`src/rtl/osc_voice_sched_pkg.sv`:
```
// Shared types and constants for the time-multiplexed saw oscillator bank.
// Sample width comes from the `BITS macro (16 when not supplied).
`ifndef BITS
`define BITS 16
`endif

package osc_voice_sched_pkg;

  localparam int unsigned NVOICES_DEFAULT = 4;
  localparam int unsigned SAMPLE_W        = `BITS;
  localparam int unsigned PHASE_W         = `BITS + 1;

  // Full-scale phase magnitude; a phase at or above MAX-1 wraps down
  localparam logic signed [PHASE_W-1:0] PHASE_MAX = PHASE_W'(64'd1 << (SAMPLE_W - 1));

  typedef enum logic [0:0] {
    ST_IDLE = 1'b0,
    ST_RUN  = 1'b1
  } state_e;

endpackage

```
`src/rtl/osc_voice_sched_if.sv`:
```
// Increment-write handshake between a controller (master) and the oscillator bank (slave).
`ifndef BITS
`define BITS 16
`endif

interface osc_voice_sched_if
  import osc_voice_sched_pkg::*;
#(
  parameter int unsigned NVOICES = NVOICES_DEFAULT
);

  localparam int unsigned VW = $clog2(NVOICES);

  logic                       cfg_valid;
  logic                       cfg_ready;
  logic [VW-1:0]              cfg_voice;
  logic signed [SAMPLE_W-1:0] cfg_inc;

  modport master (
    output cfg_valid,
    output cfg_voice,
    output cfg_inc,
    input  cfg_ready
  );

  modport slave (
    input  cfg_valid,
    input  cfg_voice,
    input  cfg_inc,
    output cfg_ready
  );

endinterface

```
`src/rtl/osc_voice_sched_phase_step.sv`:
```
// osc_phase_step: shared combinational saw phase advance (wrap at MAX-1, else add increment).
`ifndef BITS
`define BITS 16
`endif

module osc_phase_step
  import osc_voice_sched_pkg::*;
(
  input  logic signed [PHASE_W-1:0]  phase_i,
  input  logic signed [SAMPLE_W-1:0] inc_i,
  output logic signed [PHASE_W-1:0]  phase_o
);

  localparam logic signed [PHASE_W-1:0] WRAP_AT = PHASE_MAX - PHASE_W'(1);

  always_comb begin
    if (phase_i >= WRAP_AT) begin
      phase_o = phase_i - WRAP_AT;
    end else begin
      phase_o = phase_i + PHASE_W'(inc_i);
    end
  end

endmodule

```
`src/rtl/osc_voice_sched.sv`:
```
// osc_voice_sched: NVOICES saw voices stepped one per cycle per tick through one phase-step unit.
// Define OSC_VOICE_SCHED_MIX_EN to add a per-frame averaged mix output (mix_valid/mix_out).
`ifndef BITS
`define BITS 16
`endif

module osc_voice_sched
  import osc_voice_sched_pkg::*;
#(
  parameter  int unsigned NVOICES = NVOICES_DEFAULT,
  localparam int unsigned VW      = $clog2(NVOICES)
) (
  input  logic                       clk,
  input  logic                       rst,
  input  logic                       tick,
  osc_voice_sched_if.slave           cfg,
  input  logic [NVOICES-1:0]         gate,
  output logic                       busy,
  output logic                       voice_valid,
  output logic [VW-1:0]              voice_id,
  output logic signed [SAMPLE_W-1:0] voice_out,
  output logic                       frame_done,
  output logic                       overrun
`ifdef OSC_VOICE_SCHED_MIX_EN
  ,
  output logic                       mix_valid,
  output logic signed [SAMPLE_W-1:0] mix_out
`endif
);

  state_e                     state_q, state_d;
  logic [VW-1:0]              idx_q, idx_d;
  logic                       busy_q, busy_d;
  logic                       ready_q, ready_d;
  logic                       valid_q, valid_d;
  logic                       done_q, done_d;
  logic                       ovr_q, ovr_d;
  logic [VW-1:0]              id_q, id_d;
  logic signed [SAMPLE_W-1:0] out_q, out_d;

  logic signed [PHASE_W-1:0]  phase_q [NVOICES];
  logic signed [SAMPLE_W-1:0] inc_q   [NVOICES];

  logic signed [PHASE_W-1:0]  phase_cur_c;
  logic signed [PHASE_W-1:0]  step_c;
  logic signed [PHASE_W-1:0]  phase_nxt_c;
  logic                       gate_c;
  logic                       last_c;
  logic                       cfg_fire_c;

  assign phase_cur_c = phase_q[idx_q];
  assign gate_c      = gate[idx_q];
  assign last_c      = (idx_q == VW'(NVOICES - 1));
  assign phase_nxt_c = gate_c ? step_c : '0;
  // Writes only land while idle, so a frame always sees a stable increment set
  assign cfg_fire_c  = cfg.cfg_valid && ready_q;

  osc_phase_step u_step (
    .phase_i (phase_cur_c),
    .inc_i   (inc_q[idx_q]),
    .phase_o (step_c)
  );

  // Frame sequencer and registered output next-state
  always_comb begin
    state_d = state_q;
    idx_d   = idx_q;
    valid_d = 1'b0;
    done_d  = 1'b0;
    ovr_d   = 1'b0;
    id_d    = id_q;
    out_d   = out_q;
    case (state_q)
      ST_IDLE: begin
        if (tick) begin
          state_d = ST_RUN;
          idx_d   = '0;
        end
      end
      ST_RUN: begin
        valid_d = 1'b1;
        id_d    = idx_q;
        out_d   = gate_c ? SAMPLE_W'(phase_cur_c) : '0;
        ovr_d   = tick;
        idx_d   = idx_q + VW'(1);
        if (last_c) begin
          state_d = ST_IDLE;
          done_d  = 1'b1;
        end
      end
      default: state_d = ST_IDLE;
    endcase
    busy_d  = (state_d == ST_RUN);
    ready_d = (state_d == ST_IDLE);
  end

  always_ff @(posedge clk) begin
    if (rst) begin
      state_q <= ST_IDLE;
      idx_q   <= '0;
      busy_q  <= 1'b0;
      ready_q <= 1'b1;
      valid_q <= 1'b0;
      done_q  <= 1'b0;
      ovr_q   <= 1'b0;
      id_q    <= '0;
      out_q   <= '0;
    end else begin
      state_q <= state_d;
      idx_q   <= idx_d;
      busy_q  <= busy_d;
      ready_q <= ready_d;
      valid_q <= valid_d;
      done_q  <= done_d;
      ovr_q   <= ovr_d;
      id_q    <= id_d;
      out_q   <= out_d;
    end
  end

  // Per-voice phase and increment storage
  always_ff @(posedge clk) begin
    if (rst) begin
      phase_q <= '{default: '0};
      inc_q   <= '{default: '0};
    end else begin
      if (cfg_fire_c) begin
        inc_q[cfg.cfg_voice] <= cfg.cfg_inc;
      end
      if (state_q == ST_RUN) begin
        phase_q[idx_q] <= phase_nxt_c;
      end
    end
  end

  assign cfg.cfg_ready = ready_q;
  assign busy          = busy_q;
  assign voice_valid   = valid_q;
  assign voice_id      = id_q;
  assign voice_out     = out_q;
  assign frame_done    = done_q;
  assign overrun       = ovr_q;

`ifdef OSC_VOICE_SCHED_MIX_EN
  localparam int unsigned ACC_W = SAMPLE_W + VW;

  logic signed [ACC_W-1:0]    acc_q, acc_d;
  logic                       mixv_q, mixv_d;
  logic signed [SAMPLE_W-1:0] mix_q, mix_d;

  // Running frame sum restarts at voice 0; average is latched the cycle after frame_done
  always_comb begin
    acc_d  = acc_q;
    mixv_d = done_q;
    mix_d  = mix_q;
    if (state_q == ST_RUN) begin
      acc_d = ((idx_q == '0) ? ACC_W'(0) : acc_q) + ACC_W'(out_d);
    end
    if (done_q) begin
      mix_d = SAMPLE_W'(acc_q >>> VW);
    end
  end

  always_ff @(posedge clk) begin
    if (rst) begin
      acc_q  <= '0;
      mixv_q <= 1'b0;
      mix_q  <= '0;
    end else begin
      acc_q  <= acc_d;
      mixv_q <= mixv_d;
      mix_q  <= mix_d;
    end
  end

  assign mix_valid = mixv_q;
  assign mix_out   = mix_q;
`endif

endmodule

```
`src/flat_wrapper.sv`:
```
// flat-port wrapper written by rule: the top's interface ports become plain ports
module osc_voice_sched_flat import osc_voice_sched_pkg::*;
#(
  parameter  int unsigned NVOICES = NVOICES_DEFAULT,
  localparam int unsigned VW      = $clog2(NVOICES)
)
  (clk, rst, tick, gate, busy, voice_valid, voice_id, voice_out, frame_done, overrun, cfg_cfg_valid, cfg_cfg_voice, cfg_cfg_inc, cfg_cfg_ready);
  osc_voice_sched_if #(.NVOICES(NVOICES)) cfg_i ();
  input  logic clk;
  input  logic rst;
  input  logic tick;
  input  logic [NVOICES-1:0] gate;
  output logic busy;
  output logic voice_valid;
  output logic [VW-1:0] voice_id;
  output logic signed [SAMPLE_W-1:0] voice_out;
  output logic frame_done;
  output logic overrun;
  input wire logic [$bits(cfg_i.cfg_valid)-1:0] cfg_cfg_valid;
  input wire logic [$bits(cfg_i.cfg_voice)-1:0] cfg_cfg_voice;
  input wire logic [$bits(cfg_i.cfg_inc)-1:0] cfg_cfg_inc;
  output wire logic [$bits(cfg_i.cfg_ready)-1:0] cfg_cfg_ready;
  assign cfg_i.cfg_valid = cfg_cfg_valid;
  assign cfg_i.cfg_voice = cfg_cfg_voice;
  assign cfg_i.cfg_inc = cfg_cfg_inc;
  assign cfg_cfg_ready = cfg_i.cfg_ready;
  osc_voice_sched #(.NVOICES(NVOICES)) u_core (.clk(clk), .rst(rst), .tick(tick), .cfg(cfg_i), .gate(gate), .busy(busy), .voice_valid(voice_valid), .voice_id(voice_id), .voice_out(voice_out), .frame_done(frame_done), .overrun(overrun));
endmodule
```
`config.mk`:
```
export PLATFORM = sky130hd
export DESIGN_NAME = osc_voice_sched_flat
export DESIGN_NICKNAME = d
export VERILOG_FILES = /design/src/rtl/osc_voice_sched_pkg.sv /design/src/rtl/osc_voice_sched_if.sv /design/src/rtl/osc_voice_sched_phase_step.sv /design/src/rtl/osc_voice_sched.sv /design/src/flat_wrapper.sv
export SDC_FILE = /design/constraint.sdc
export NUM_CORES = 1
export LEC_CHECK = 0
export CORE_ASPECT_RATIO = 1.4
export CORE_MARGIN = 5
export CORE_UTILIZATION = 45
export DETAILED_ROUTE_END_ITERATION = 7
export SLEW_MARGIN = 20
export SYNTH_ARGS = -nofsm -noshare
export SYNTH_HDL_FRONTEND = slang
export SYNTH_HIERARCHICAL = 1
export SYNTH_SLANG_ARGS = --single-unit
export TNS_END_PERCENT = 10
```
`constraint.sdc`:
```
create_clock -name clk -period 6.7 [get_ports clk]
set_input_delay 1.005 -clock clk [delete_from_list [all_inputs] [get_ports clk]]
set_output_delay 1.005 -clock clk [all_outputs]
set_load 0.02 [all_outputs]
```
; Word-level counts from Yosys, hierarchy flattened
; Cells that the tools add are included.
[totals]
ff_bits = 157
out_inout_bits = 23
word_cells = 59
[op_classes]
addsub = 3
magnitude_cmp = 6
n_eq_ne = 2
n_mux = 24
n_bitwise = 4
n_reduce_logical = 4
[op_table]
columns = cell, n
row1 = $mux 17, 5
row2 = $bwmux 68, 1
row3 = $bwmux 64, 1
row4 = $mux 16, 4
row5 = $bmux 17 s2, 1
row6 = $demux 17 s2, 1
row7 = $bmux 16 s2, 1
row8 = $demux 16 s2, 1
row9 = $add 17x16->17, 1
row10 = $ge 17x16->1 const B, 1
row11 = $sub 17x16->17 const B, 1
row12 = $ge 3x3->1 const B, 2
row13 = $lt 3x1->1 const B, 2
row14 = $not 2->3, 2
row15 = $mux 1, 5
row16 = $pmux 2 s2, 1
row17 = $logic_and 1x1->1, 3
row18 = $lt 2x3->1 const B, 1
row19 = $add 2x1->2 const B, 1
row20 = $bmux 1 s2, 1
row21 = $eq 2x2->1 const B, 1
row22 = $mux 2, 1
row23 = $ne 2x2->1 const B, 1
row24 = $not 1->1, 2
row25 = 2 further kinds, 2

; Longest topological paths before layout
[logic_depth]
depth_word = 8
ltp_mapped = 15
depth_no_buf = 12

; Cells and area by module
; Netlist, hierarchy kept.
[modules_own_cells]
columns = mod, n_inst, cells_per_inst, area_each_um2, seq_area_each_um2
row1 = osc_voice_sched, 1, 742, 6525.0, 3143.0
row2 = osc_phase_step, 1, 181, 1280.0, 0.0

; Worst setup path after synthesis
; No wires, ideal clock.
[synth_timing]
kind = register to register
from = register u_core.idx_q[0]
to = register u_core/phase_q[14] in the netlist's numbering
setup_ns = 0.070
arrival_time_ns = 3.518
t_required_ns = 6.630
setup_slack_ns = 3.112
stages_incl_launch_ff = 15
path_buffers = 2
period_less_slack_ns = 3.588
cell_sequence = dfxtp_1 buf_4 buf_2 mux4_2 ha_1 fa_1 a211oi_2 o21ai_2 a31oi_2 nor2b_2 a221oi_2 xor2_1 o21ai_0 nand3_1 a21oi_1
[synth_via]
elab_chain_len = 8
[synth_rtl]
columns = item, line_no
row1 = from (decl), osc_voice_sched.sv:32  ; logic [VW-1:0] idx_q, idx_d;
row2 = from (signal assigned), osc_voice_sched.sv:110  ; idx_q <= idx_d;
row3 = $not 2->3 (not written as such) (*), "osc_voice_sched.sv:51, osc_voice_sched.sv:60"
row4 = $bmux 17 s2 / $bmux 16 s2 (equally long branches), "osc_voice_sched.sv:51, osc_voice_sched.sv:60"
row5 = $mux 17 (not written as such) / $mux 16 (equally long branches) (2 in series), "osc_voice_sched.sv:51, osc_voice_sched.sv:60"
row6 = $add 17x16->17 (tied with other cells), osc_voice_sched_phase_step.sv:20  ; phase_o = phase_i + PHASE_W'(inc_i);
row7 = $mux 17 (*), osc_voice_sched_phase_step.sv:17  ; if (phase_i >= WRAP_AT) begin
row8 = net u_core.step_c[14], osc_voice_sched.sv:45  ; logic signed [PHASE_W-1:0] step_c;
row9 = $mux 17 (*), osc_voice_sched.sv:54  ; assign phase_nxt_c = gate_c ? step_c : '0;
row10 = $bwmux 68 (*), osc_voice_sched.sv:131  ; phase_q[idx_q] <= phase_nxt_c;
row11 = "to (signal, indexed assignment)", osc_voice_sched.sv:131
row12 = to (decl), osc_voice_sched.sv:41  ; logic signed [PHASE_W-1:0] phase_q [NVOICES];
; The timed path passes the listed nets; every way through them passes the cells marked *. The select of a mux whose other input is x is not followed.
; A chain may end at the register's enable or synchronous reset.

; Worst setup path after layout
[layout_timing]
from = register u_core.idx_q[0]
to = register u_core/phase_q[65] in the netlist's numbering
; The elaborated chain is that of the path after synthesis.

==> results.txt <==
----------------------------------------------------
[Worst setup path]
  Setup CP Type ... flop to flop
  Critical path required time ... 7.04 ns
  Worst-path maximum fanout ... 28
  Arrival time worst endpoint ... 4.64 ns
  Worst-case register-to-register setup slack ... 2.41 ns
  CP Capture Type ... flop
  Startpoint types ... flop

[Timing]
  Setup repair after global routing missed its margin ... false
  Transition at the pin with the smallest max-transition slack ... 0.960 ns
  Worst-case headroom to the max-slew limit ... 36.0%
  Fin crit period ... 4.29 ns
  Count of endpoints failing setup in the final report ... 0
  Period utilisation layout ... 64.1%
  Worst path setup slack after routing ... 2.41 ns
  Setup tns final ... 0 ns
  Final slew viol count ... 0
  Clock skew after layout ... 0.0100 ns
  Count of endpoints failing hold in the final timing report ... 0
  Maximum clock frequency ... 233 MHz

[Hold path]
  Class of the worst hold path ... flop to flop

[Floorplan]
  Die outline area ... 20,100 um^2
  Die X-Extent ... 121 um
  Effective utilization at floorplan ... 45.4%
  Top Ports ... 49
  Die Y ... 166 um
  Row count ... 57
  Core region area ... 17,200 um^2

[Cells and area]
  Number of nets at the end of the flow ... 969
  Number of filler cells placed in the layout ... 1,663
  Area overhead of the layout relative to synthesis ... 13.4%
  Number of diodes added for antenna fixing ... 0
  Layout cell share with drive strength beyond 1 ... 9.87%

[Pwr]
  Combinational Power Share ... 7.1%
  Clk network pwr share ... 47.1%
  Leakage power ... 2.99 nW
  Flop pwr share ... 45.8%
  Peak supply drop ... 180 uV
  Total power divided by cell area ... 239 nW/um^2
  Sw power ... 0.514 mW
  Net switching share of the total power ... 24.4%
  Post-route total power ... 2.11 mW
  Internal power consumption ... 1.60 mW

[Synthesis]
  Cells taking the most area after synthesis ... sky130_fd_sc_hd__dfxtp_1 (40%), sky130_fd_sc_hd__nand2_1 (11%), sky130_fd_sc_hd__a21oi_1 (11%)
  Number of enable flip-flop cells after synthesis ... 0
  Seq cells post-synth ... 157
  Fraction of synthesized cell area taken by the top area cell type ... 40.3%
  Sequential-to-total area share from yosys stat ... 40.3%
  Cell variety after synth ... 53
  Cell type contributing the most total cell area after synthesis ... sky130_fd_sc_hd__dfxtp_1
  Instance count of the mapped netlist ... 923
  Yosys warning count ... 6
  Post-Syn Area per Cell ... 8.46 um^2
  Most used DFF post-synth ... sky130_fd_sc_hd__dfxtp_1
  Post-Syn Nets ... 972
  Share of async-settable or async-resettable flops after synthesis ... 0%
  Combined area of all synthesized cells ... 7800 um^2

[Drt]
  Remaining number of nets flagged by the antenna check after routing ... 0
  DR pass1 iterations ... 4
  Vias ... 6,405
  Post-route met1 wirelength ... 8740 um
  Met2 WL ... 10,600 um
  Highest layer used for signal routing ... met4
  Drt first-iter violations ... 357
  DR WL/cell ... 17.5 um
  Met3 WL ... 871 um
  Ratio of routed vias to standard cells ... 5.48
  DRC ... 0
  Detailed Route WL ... 20,500 um

[Place]
  Post-Place Worst Slack ... 2.42 ns
  Final RePlAce weighted congestion ... 0.804
  Input/output buffers ... 48
  Final HPWL from detailed placement ... 12,900 um

[Clock network]
  Root Buffer Master ... sky130_fd_sc_hd__clkbuf_16
  Source-to-sink clock delay at the later pin of the worst-skew pair ... 0.42 ns
  Clk sink count ... 157
  Hold Buf Count CTS ... 0
  CTS H-Tree Depth ... 4
  CTS buffer count ... 17
  CTS tree ... yes
  Number of instances resized during post-cts repair ... 0
  Clock input transition at the sequential cells of the worst setup and hold paths ... 0.06 ns
  Longest Clk Path Bufs ... 2
  Post-CTS Setup Repair Bufs ... 0

[Status]
  Outcome ... finished clean

[GRT]
  GR Util All Layers ... 20.7%
  Number of global-route vias before repair ... 6,223
  Antenna violations before repair ... 0
  Overflow left after global routing ... 0
  Wire length of the first global-routing pass ... 33,400 um
  Pin count of the biggest net entering global routing ... 88

[Flow run]
  Reported max-cap violation count ... 0

----------------------------------------------------
-- per-layer routing --
layer,vias up,global-route usage (%)
met5,-,0
li1,3208,-
met4,0,6.39
met2,129,35.7
met1,3050,26.4
met3,18,3.44
-- sequential cells by signal, indices dropped and copies added, names as in the netlist --
register / count
u_core/phase_q: 68
u_core/inc_q: 64
u_core/voice_out: 16
u_core/idx_q: 2
u_core/voice_id: 2
u_core/busy: 1
u_core/cfg.cfg_ready: 1
u_core/frame_done: 1
u_core/overrun: 1
u_core/voice_valid: 1
-- final cells by class --
type	count	area (um^2)	area share, %
clock buffer	18	439	4.96
clock inverter	13	166	1.88
timing repair buffer	53	515	5.83
tap	236	295	3.34
multi-input combinational	687	4270	48.3
inverter	4	15.0	0.170
sequential	157	3150	35.6
-- cell usage after synthesis, types with 2 or more instances --
library cell / count
sky130_fd_sc_hd__and2_1: 6
sky130_fd_sc_hd__nor3b_1: 2
sky130_fd_sc_hd__buf_6: 9
sky130_fd_sc_hd__clkbuf_1: 42
sky130_fd_sc_hd__a211o_1: 2
sky130_fd_sc_hd__buf_4: 3
sky130_fd_sc_hd__a21oi_2: 2
sky130_fd_sc_hd__nand2_1: 228
sky130_fd_sc_hd__mux2i_1: 5
sky130_fd_sc_hd__xnor2_1: 14
sky130_fd_sc_hd__o21ai_2: 2
sky130_fd_sc_hd__a21oi_1: 165
sky130_fd_sc_hd__a31oi_1: 2
sky130_fd_sc_hd__mux4_2: 34
sky130_fd_sc_hd__nand2b_1: 20
sky130_fd_sc_hd__a21o_1: 7
sky130_fd_sc_hd__buf_1: 3
sky130_fd_sc_hd__nor3_1: 3
sky130_fd_sc_hd__inv_1: 4
sky130_fd_sc_hd__nand4_1: 5
sky130_fd_sc_hd__and4b_1: 2
sky130_fd_sc_hd__o21ai_1: 6
sky130_fd_sc_hd__ha_1: 22
sky130_fd_sc_hd__dfxtp_1: 157
sky130_fd_sc_hd__and3_1: 5
sky130_fd_sc_hd__nand3_1: 94
sky130_fd_sc_hd__buf_2: 18
sky130_fd_sc_hd__o21ai_0: 8
sky130_fd_sc_hd__nor2_1: 12
sky130_fd_sc_hd__xor2_1: 15
sky130_fd_sc_hd__nand4b_1: 2
sky130_fd_sc_hd__a211oi_1: 2
sky130_fd_sc_hd__mux2_2: 2
-- through the flow --
stage          util (%)  std cells  cell area, um^2  hold slack, ns
2_1_floorplan         -        923             7800           0.433
3_3_place_gp       48.0       1137             8240           0.439
3_5_place_dp       48.0       1137             8240           0.444
4_1_cts            51.5       1168             8850           0.452
5_1_grt            51.5       1168             8850           0.469
6_report           51.5       1168             8850           0.452
-- cell usage in the layout, fill, tap and decap left out, types with 3 or more instances in the layout --
| master | count |
|---|---|
| sky130_fd_sc_hd__a21o_1 | 7 |
| sky130_fd_sc_hd__a21oi_1 | 165 |
| sky130_fd_sc_hd__and2_1 | 6 |
| sky130_fd_sc_hd__and3_1 | 5 |
| sky130_fd_sc_hd__buf_4 | 6 |
| sky130_fd_sc_hd__bufinv_16 | 3 |
| sky130_fd_sc_hd__clkbuf_16 | 17 |
| sky130_fd_sc_hd__clkdlybuf4s50_1 | 47 |
| sky130_fd_sc_hd__clkinv_4 | 3 |
| sky130_fd_sc_hd__clkinvlp_4 | 3 |
| sky130_fd_sc_hd__dfxtp_1 | 154 |
| sky130_fd_sc_hd__dfxtp_2 | 3 |
| sky130_fd_sc_hd__ha_1 | 22 |
| sky130_fd_sc_hd__inv_1 | 4 |
| sky130_fd_sc_hd__mux2i_1 | 5 |
| sky130_fd_sc_hd__mux4_2 | 34 |
| sky130_fd_sc_hd__nand2_1 | 228 |
| sky130_fd_sc_hd__nand2b_1 | 20 |
| sky130_fd_sc_hd__nand3_1 | 94 |
| sky130_fd_sc_hd__nand4_1 | 5 |
| sky130_fd_sc_hd__nor2_1 | 12 |
| sky130_fd_sc_hd__nor3_1 | 3 |
| sky130_fd_sc_hd__o21ai_0 | 8 |
| sky130_fd_sc_hd__o21ai_1 | 6 |
| sky130_fd_sc_hd__xnor2_1 | 14 |
| sky130_fd_sc_hd__xor2_1 | 15 |
-- logic make-up (layout without fill, tap and decap cells) --
group / after synthesis / in the layout / share of synthesized area (%)
and+or+nand+nor: 390 / 390 / 22.6
AOI/OAI and AO/OA: 204 / 204 / 14.3
DFF: 157 / 157 / 40.3
buffers and inverters: 79 / 88 / 5.10
muxes: 41 / 41 / 10.7
xor gates and xnor gates: 29 / 29 / 3.25
adders and majority gates: 23 / 23 / 3.78
-- power by group through the flow --
stage          Clock, mW  Combinational [mW]  Sequential [mW]
6_report           0.995               0.149            0.968
5_1_grt             1.06               0.163            0.970
4_1_cts             1.01               0.150            0.968
3_5_place_dp           0               0.149            0.989
3_3_place_gp           0               0.150            0.989
2_1_floorplan          0               0.115            0.976
-- path summary, 6_finish.rpt --
check                                                startpoint                              end  depth (start not counted)
worst max register to register     u_core/idx_q[0]$_SDFFE_PP0P_  u_core/phase_q[65]$_SDFFE_PP0P_                         12
worst max-delay path               u_core/idx_q[0]$_SDFFE_PP0P_  u_core/phase_q[65]$_SDFFE_PP0P_                         12
worst min register to register  u_core/phase_q[40]$_SDFFE_PP0P_  u_core/phase_q[40]$_SDFFE_PP0P_                          2
worst min-delay path            u_core/phase_q[40]$_SDFFE_PP0P_  u_core/phase_q[40]$_SDFFE_PP0P_                          2
-- critical path, cell delays in order, from the launching register on --
cell                       delay (ns)
sky130_fd_sc_hd__dfxtp_2         0.91
sky130_fd_sc_hd__buf_4           0.43
sky130_fd_sc_hd__mux4_2          0.59
sky130_fd_sc_hd__fa_1            0.47
sky130_fd_sc_hd__a211oi_2        0.30
sky130_fd_sc_hd__o21ai_2         0.13
sky130_fd_sc_hd__a31oi_2         0.25
sky130_fd_sc_hd__nor2b_2         0.10
sky130_fd_sc_hd__a221oi_2        0.25
sky130_fd_sc_hd__xor2_1          0.09
sky130_fd_sc_hd__o21ai_0         0.41
sky130_fd_sc_hd__nand3_1         0.12
sky130_fd_sc_hd__a21oi_1         0.16
No activity file was read; power rests on OpenSTA's default activity.
